File: config.mk
export PLATFORM = sky130hd
export DESIGN_NAME = uart_rx_cfg
export DESIGN_NICKNAME = d
export VERILOG_FILES = /design/src/rtl/uart_pkg.sv /design/src/rtl/rx_sync_vote.sv /design/src/rtl/uart_rx_cfg.sv
export SDC_FILE = /design/constraint.sdc
export NUM_CORES = 1
export LEC_CHECK = 0
export BUFFER_PORTS_ARGS = -buffer_cell sky130_fd_sc_hd__buf_2
export CORE_MARGIN = 4
export CORE_UTILIZATION = 57
export CTS_CLUSTER_DIAMETER = 150
export DETAILED_ROUTE_END_ITERATION = 10
export GPL_TIMING_DRIVEN = 1
export PLACE_DENSITY = 0.76
export SETUP_SLACK_MARGIN = 0.02
export SLEW_MARGIN = 20
export SYNTH_ARGS = -nofsm -noshare
export SYNTH_HDL_FRONTEND = slang
export SYNTH_SLANG_ARGS = --single-unit
File: constraint.sdc
create_clock -name clk -period 6.3 [get_ports clk]
set_input_delay 0.63 -clock clk [delete_from_list [all_inputs] [get_ports clk]]
set_output_delay 0.63 -clock clk [all_outputs]
set_load 0.005 [all_outputs]
File: src/rtl/uart_pkg.sv
// Shared types and baud helpers for the configurable UART receiver.
// Divisors are rounded to the nearest clock count.
package uart_pkg;

   typedef enum logic [2:0] {
      IDLE,
      START,
      DATA,
      PARITY,
      STOP,
      STOP2,
      DELIVER
   } rx_state_t;

   typedef enum logic [1:0] {
      PAR_NONE  = 2'd0,
      PAR_EVEN  = 2'd1,
      PAR_ODD   = 2'd2,
      PAR_NONE3 = 2'd3
   } parity_t;

   function automatic int unsigned baud_div(
      input int unsigned clk_freq,
      input logic [3:0]  mode
   );
      case (mode)
         4'd0:    return (clk_freq + 2400) / 4800;
         4'd1:    return (clk_freq + 4800) / 9600;
         4'd2:    return (clk_freq + 57600) / 115200;
         4'd3:    return (clk_freq + 128000) / 256000;
         default: return (clk_freq + 4800) / 9600;
      endcase
   endfunction

   // Slowest baud gives the largest divisor, so it sizes the counter
   function automatic int unsigned cnt_w(input int unsigned clk_freq);
      return $clog2(baud_div(clk_freq, 4'd0) + 1);
   endfunction

   localparam int unsigned CNT_W = cnt_w(50000000);

endpackage

File: src/rtl/rx_sync_vote.sv
// Synchronizer, 3-sample majority vote and falling-edge strobe
// for the asynchronous serial input.
module rx_sync_vote (
   input  logic clk,
   input  logic rst,
   input  logic rx_line,
   output logic bit_val,
   output logic fall
);

   logic [2:0] s_q;
   logic       prev_q;

   assign bit_val = (s_q[0] & s_q[1]) |
                    (s_q[1] & s_q[2]) |
                    (s_q[0] & s_q[2]);

   assign fall = prev_q & ~bit_val;

   // Shift in the line and remember the last voted level
   always_ff @(posedge clk) begin
      if (rst) begin
         s_q    <= 3'b111;
         prev_q <= 1'b1;
      end else begin
         s_q    <= {s_q[1:0], rx_line};
         prev_q <= bit_val;
      end
   end

endmodule

File: src/rtl/uart_rx_cfg.sv
// Configurable UART receiver: runtime baud/parity/stop selection,
// error flags and a one-word ready/valid buffer with overrun flag.
module uart_rx_cfg
   import uart_pkg::*;
#(
   parameter int unsigned CLK_FREQ = 50000000,
   parameter int unsigned DATA_W   = 8
) (
   input  logic              clk,
   input  logic              rst,
   input  logic              rx_line,
   input  logic [3:0]        mode,
   input  logic [1:0]        parity_mode,
   input  logic              stop_bits,
   output logic [DATA_W-1:0] data,
   output logic              data_valid,
   input  logic              data_ready,
   output logic              frame_err,
   output logic              parity_err,
   output logic              overrun
);

   localparam int unsigned CW = cnt_w(CLK_FREQ);

   logic bit_val;
   logic fall;

   rx_sync_vote u_sync (
      .clk     (clk),
      .rst     (rst),
      .rx_line (rx_line),
      .bit_val (bit_val),
      .fall    (fall)
   );

   rx_state_t         state_q, state_d;
   logic [CW-1:0]     cnt_q, cnt_d;
   logic [3:0]        bcnt_q, bcnt_d;
   logic [DATA_W-1:0] shr_q, shr_d;
   logic [3:0]        mode_q, mode_d;
   parity_t           par_q, par_d;
   logic              stop2_q, stop2_d;
   logic              ferr_q, ferr_d;
   logic              perr_q, perr_d;
   logic [DATA_W-1:0] data_q, data_d;
   logic              dv_q, dv_d;
   logic              fe_q, fe_d;
   logic              pe_q, pe_d;
   logic              ovr_q, ovr_d;

   logic [CW-1:0] bit_lim;
   logic [CW-1:0] half_lim;
   logic          par_en;
   logic          odd_sel;
   logic          at_bit;
   logic          accept;

   assign bit_lim  = CW'(baud_div(CLK_FREQ, mode_q));
   assign half_lim = bit_lim >> 1;
   assign par_en   = (par_q == PAR_EVEN) || (par_q == PAR_ODD);
   assign odd_sel  = (par_q == PAR_ODD);
   assign at_bit   = (cnt_q == bit_lim);
   assign accept   = dv_q & data_ready;

   assign data       = data_q;
   assign data_valid = dv_q;
   assign frame_err  = fe_q;
   assign parity_err = pe_q;
   assign overrun    = ovr_q;

   // Frame FSM, bit timing and output buffer next state
   always_comb begin
      state_d = state_q;
      cnt_d   = cnt_q;
      bcnt_d  = bcnt_q;
      shr_d   = shr_q;
      mode_d  = mode_q;
      par_d   = par_q;
      stop2_d = stop2_q;
      ferr_d  = ferr_q;
      perr_d  = perr_q;
      data_d  = data_q;
      dv_d    = dv_q;
      fe_d    = fe_q;
      pe_d    = pe_q;
      ovr_d   = ovr_q;

      if (accept) begin
         dv_d   = 1'b0;
         data_d = '0;
         fe_d   = 1'b0;
         pe_d   = 1'b0;
         ovr_d  = 1'b0;
      end

      unique case (state_q)
         IDLE: begin
            if (fall) begin
               state_d = START;
               cnt_d   = CW'(1);
               bcnt_d  = 4'd0;
               mode_d  = mode;
               par_d   = parity_t'(parity_mode);
               stop2_d = stop_bits;
               ferr_d  = 1'b0;
               perr_d  = 1'b0;
            end
         end
         START: begin
            if (cnt_q == half_lim) begin
               cnt_d   = '0;
               state_d = bit_val ? IDLE : DATA;
            end else begin
               cnt_d = cnt_q + CW'(1);
            end
         end
         DATA: begin
            if (at_bit) begin
               shr_d  = {bit_val, shr_q[DATA_W-1:1]};
               cnt_d  = '0;
               bcnt_d = bcnt_q + 4'd1;
               if (bcnt_q == 4'(DATA_W - 1)) begin
                  state_d = par_en ? PARITY : STOP;
               end
            end else begin
               cnt_d = cnt_q + CW'(1);
            end
         end
         PARITY: begin
            if (at_bit) begin
               perr_d  = ((^shr_q) ^ bit_val) != odd_sel;
               cnt_d   = '0;
               state_d = STOP;
            end else begin
               cnt_d = cnt_q + CW'(1);
            end
         end
         STOP: begin
            if (at_bit) begin
               if (!bit_val) ferr_d = 1'b1;
               cnt_d   = '0;
               state_d = stop2_q ? STOP2 : DELIVER;
            end else begin
               cnt_d = cnt_q + CW'(1);
            end
         end
         STOP2: begin
            if (at_bit) begin
               if (!bit_val) ferr_d = 1'b1;
               cnt_d   = '0;
               state_d = DELIVER;
            end else begin
               cnt_d = cnt_q + CW'(1);
            end
         end
         DELIVER: begin
            state_d = IDLE;
            if (!dv_q || accept) begin
               data_d = shr_q;
               fe_d   = ferr_q;
               pe_d   = perr_q;
               dv_d   = 1'b1;
            end else begin
               ovr_d = 1'b1;
            end
         end
         default: state_d = IDLE;
      endcase
   end

   // State and buffer registers
   always_ff @(posedge clk) begin
      if (rst) begin
         state_q <= IDLE;
         cnt_q   <= '0;
         bcnt_q  <= '0;
         shr_q   <= '0;
         mode_q  <= '0;
         par_q   <= PAR_NONE;
         stop2_q <= 1'b0;
         ferr_q  <= 1'b0;
         perr_q  <= 1'b0;
         data_q  <= '0;
         dv_q    <= 1'b0;
         fe_q    <= 1'b0;
         pe_q    <= 1'b0;
         ovr_q   <= 1'b0;
      end else begin
         state_q <= state_d;
         cnt_q   <= cnt_d;
         bcnt_q  <= bcnt_d;
         shr_q   <= shr_d;
         mode_q  <= mode_d;
         par_q   <= par_d;
         stop2_q <= stop2_d;
         ferr_q  <= ferr_d;
         perr_q  <= perr_d;
         data_q  <= data_d;
         dv_q    <= dv_d;
         fe_q    <= fe_d;
         pe_q    <= pe_d;
         ovr_q   <= ovr_d;
      end
   end

endmodule

==> results.json <==
{
  "outcome": "finished, final reports clean",
  "slew_headroom": 0.285,
  "placed_area_um2": 2990,
  "yosys.cell_types.count": 54,
  "routedWlPerCell_um": 13.8,
  "final_cell_mix": "54 x dfxtp_1, 41 x nand2_1, 41 x nor2_1",
  "instances_no_fill": 436,
  "crit_path_max_incr_delay_ns": 0.53,
  "clk_pin_slew_worst_paths_ns": 0.09,
  "hp-start": "u_sync.s_q[1]",
  "cts_num_sinks": 54,
  "antenna_found_initial": 0,
  "finalHoldViolCount": 0,
  "min_period_ns": 2.91,
  "cp.arrival_ns": 3.15,
  "cts_hold_buf": 0,
  "synthCells": 362,
  "grt_pass1_wl_mm": 10.6,
  "ys_seq_area_frac": 0.370,
  "yosysWarnings": 0,
  "crit_required_ns": 6.53,
  "nets": 382,
  "fmax_ghz": 0.343,
  "dpl.hpwl_mm": 4.31,
  "area_delta_synth_final_pct": 5.77,
  "port_buffers": 22,
  "cts_max_level": 2,
  "synth_area_um2": 2930,
  "cts_tree": "done",
  "crit_chain": "nor3b_2, mux2_4, o41ai_2, o2111ai_2, o2bb2ai_2, or3_1, a21oi_1",
  "fp.dieH_um": 79.6,
  "synth_edf_count": 0,
  "path_class": "reg -> reg",
  "hp-class": "reg -> reg",
  "grt_start_max_net_pins": 57,
  "rsz0062_at_grt": "no",
  "cp_slowest_cell": "dfxtp_1",
  "placementRows": 25,
  "fillers": 422,
  "ant_nets": 0,
  "final_area_um2": 3090,
  "die_area_um2": 6340,
  "globalplace.congestion": 0.897,
  "cts-resized-gates": 0,
  "worst_clock_skew_ns": 0.0127,
  "die_x_um": 79.6,
  "drc_errors": 0,
  "dp_slack_ns": 3.41,
  "grt_overflow": 0,
  "via_per_inst": 5.77,
  "drt_first_pass_iters": 4,
  "critPathMaxFanout": 23,
  "syn-num-nets": 376,
  "clockBufferDepth": 2,
  "track_usage": 0.208,
  "io_pins": 23,
  "initial_core_util": 0.603,
  "cts_setup_buffers": 0,
  "max_cap_violations": 0,
  "grt_pass1_vias": 2272,
  "syn_area_per_cell_um2": 8.08,
  "path_delay_family": "compound AO/OA/AOI/OAI gates",
  "dp.cells": 428,
  "clockRootBuffer": "clkbuf_8",
  "drv_slew": 0,
  "vdd_drop_max_uv": 108,
  "wl_mm": 6.03,
  "cp.buffers_inverters": 0,
  "endpoint_kind": "register",
  "startpoint": "mode_q[1]",
  "worst_slack_ns": 3.39,
  "startpoint_type": "register",
  "fin_crit_sh": 0.462,
  "first_iter_violations": 273,
  "diodes": 0,
  "tns_ns": 0,
  "tightest_slew_ns": 1.07,
  "ys_ff_latch": 54,
  "drive_gt1_frac": 0.122,
  "r2r_start": "mode_q[1]",
  "leakage_nw": 1.16,
  "cts_inserted_buffers": 5,
  "core_region_area_um2": 4850,
  "async_reset_ff_frac": 0,
  "vias": 2517,
  "mostFrequentLayoutCell": "dfxtp_1",
  "clk_latency_ns": 0.31,
  "setup_viol": 0,
  "synth_top_flop_cell": "dfxtp_1",
  "power_w": 0.000609,
  "cellPowerDensity_nw_per_um2": 197
}
## area by class of cell
type | count | area [um^2] | area share
Multi-Input combinational cell | 276 | 1680 | 0.543
Sequential cell | 54 | 1080 | 0.349
Timing Repair Buffer | 23 | 118 | 0.0380
Tap cell | 67 | 83.8 | 0.0271
Clock buffer | 6 | 82.6 | 0.0267
Inverter | 8 | 30.0 | 0.00970
Clock inverter | 2 | 17.5 | 0.00566
## routing by layer
| metal | vias up | GRT usage | share of wire |
|---|---|---|---|
| met4 | 0 | 0.0601 | 0.015 |
| met1 | 1172 | 0.301 | 0.50 |
| met2 | 54 | 0.311 | 0.44 |
| li1 | 1281 | - | - |
| met3 | 10 | 0.0395 | 0.044 |
| met5 | - | 0 | 0 |
## where the power goes
group	internal (W)	switching, W	leakage [nW]
Combinational	0.0000182	0.0000326	0.669
Clock	0.0000906	0.000113	0.0514
Sequential	0.000345	0.00000911	0.436
## final timing paths
kind	to	slack, ns	depth (start not counted)
setup / recovery	state_q[0]	3.39	7
hold / removal	u_sync.s_q[2]	0.46	1
setup reg to reg	state_q[0]	3.39	7
hold reg to reg	u_sync.s_q[2]	0.46	1
## worst reg2reg max path, delay by kind of cell (launching register included)
| kind | cells | cell delay, ns |
|---|---|---|
| multiplexers | 1 | 0.34 |
| AND/OR/NAND/NOR | 2 | 0.81 |
| AO/OA/AOI/OAI | 4 | 1.17 |
| flip-flops | 1 | 0.53 |
## stage by stage
stage                util  hold WS (ns)
floorplan               -         0.419
global placement    0.618         0.440
detailed placement  0.618         0.436
CTS                 0.638         0.461
global route        0.638         0.480
finish              0.638         0.455
## cells in the mapped netlist (all sizes together) (2+ instances only)
cell     instances  share of area
dfxtp           54           0.37
nand2           41          0.053
nor2            41          0.053
a21oi           26          0.044
nand3           23          0.039
mux2i           17          0.058
clkbuf          15          0.019
o21ai           13          0.022
nor3            12          0.024
buf              9          0.026
nor2b            9          0.019
xnor2            9          0.027
a31oi            8          0.017
inv              8          0.010
nand2b           8          0.017
or3              8          0.017
or2              7          0.015
nand3b           4          0.010
a21o             3         0.0077
ha               3          0.013
nand4            3         0.0064
nor3b            3         0.0094
o31ai            3         0.0077
or3b             3         0.0090
a211oi           2         0.0051
a22oi            2         0.0051
and2             2         0.0043
nor4             2         0.0043
o2111ai          2         0.0081
o21a             2         0.0051
or4b             2         0.0068
xor2             2         0.0060
## state kept, by name, indices dropped and copies added (netlist names), 2 cells and up
name,flops
par_q,2
mode_q,4
u_sync.s_q,3
bcnt_q,4
state_q,3
data,8
shr_q,8
cnt_q,14
## cell families after synthesis
| logic type | synth area share |
|---|---|
| simple gates | 0.308 |
| mux | 0.0633 |
| flops | 0.370 |
| fa+ha+maj | 0.0128 |
| xor+xnor | 0.0329 |
| compound gates | 0.157 |
| buf+inv | 0.0556 |
Note: power is estimated with default switching activity, not from simulation.
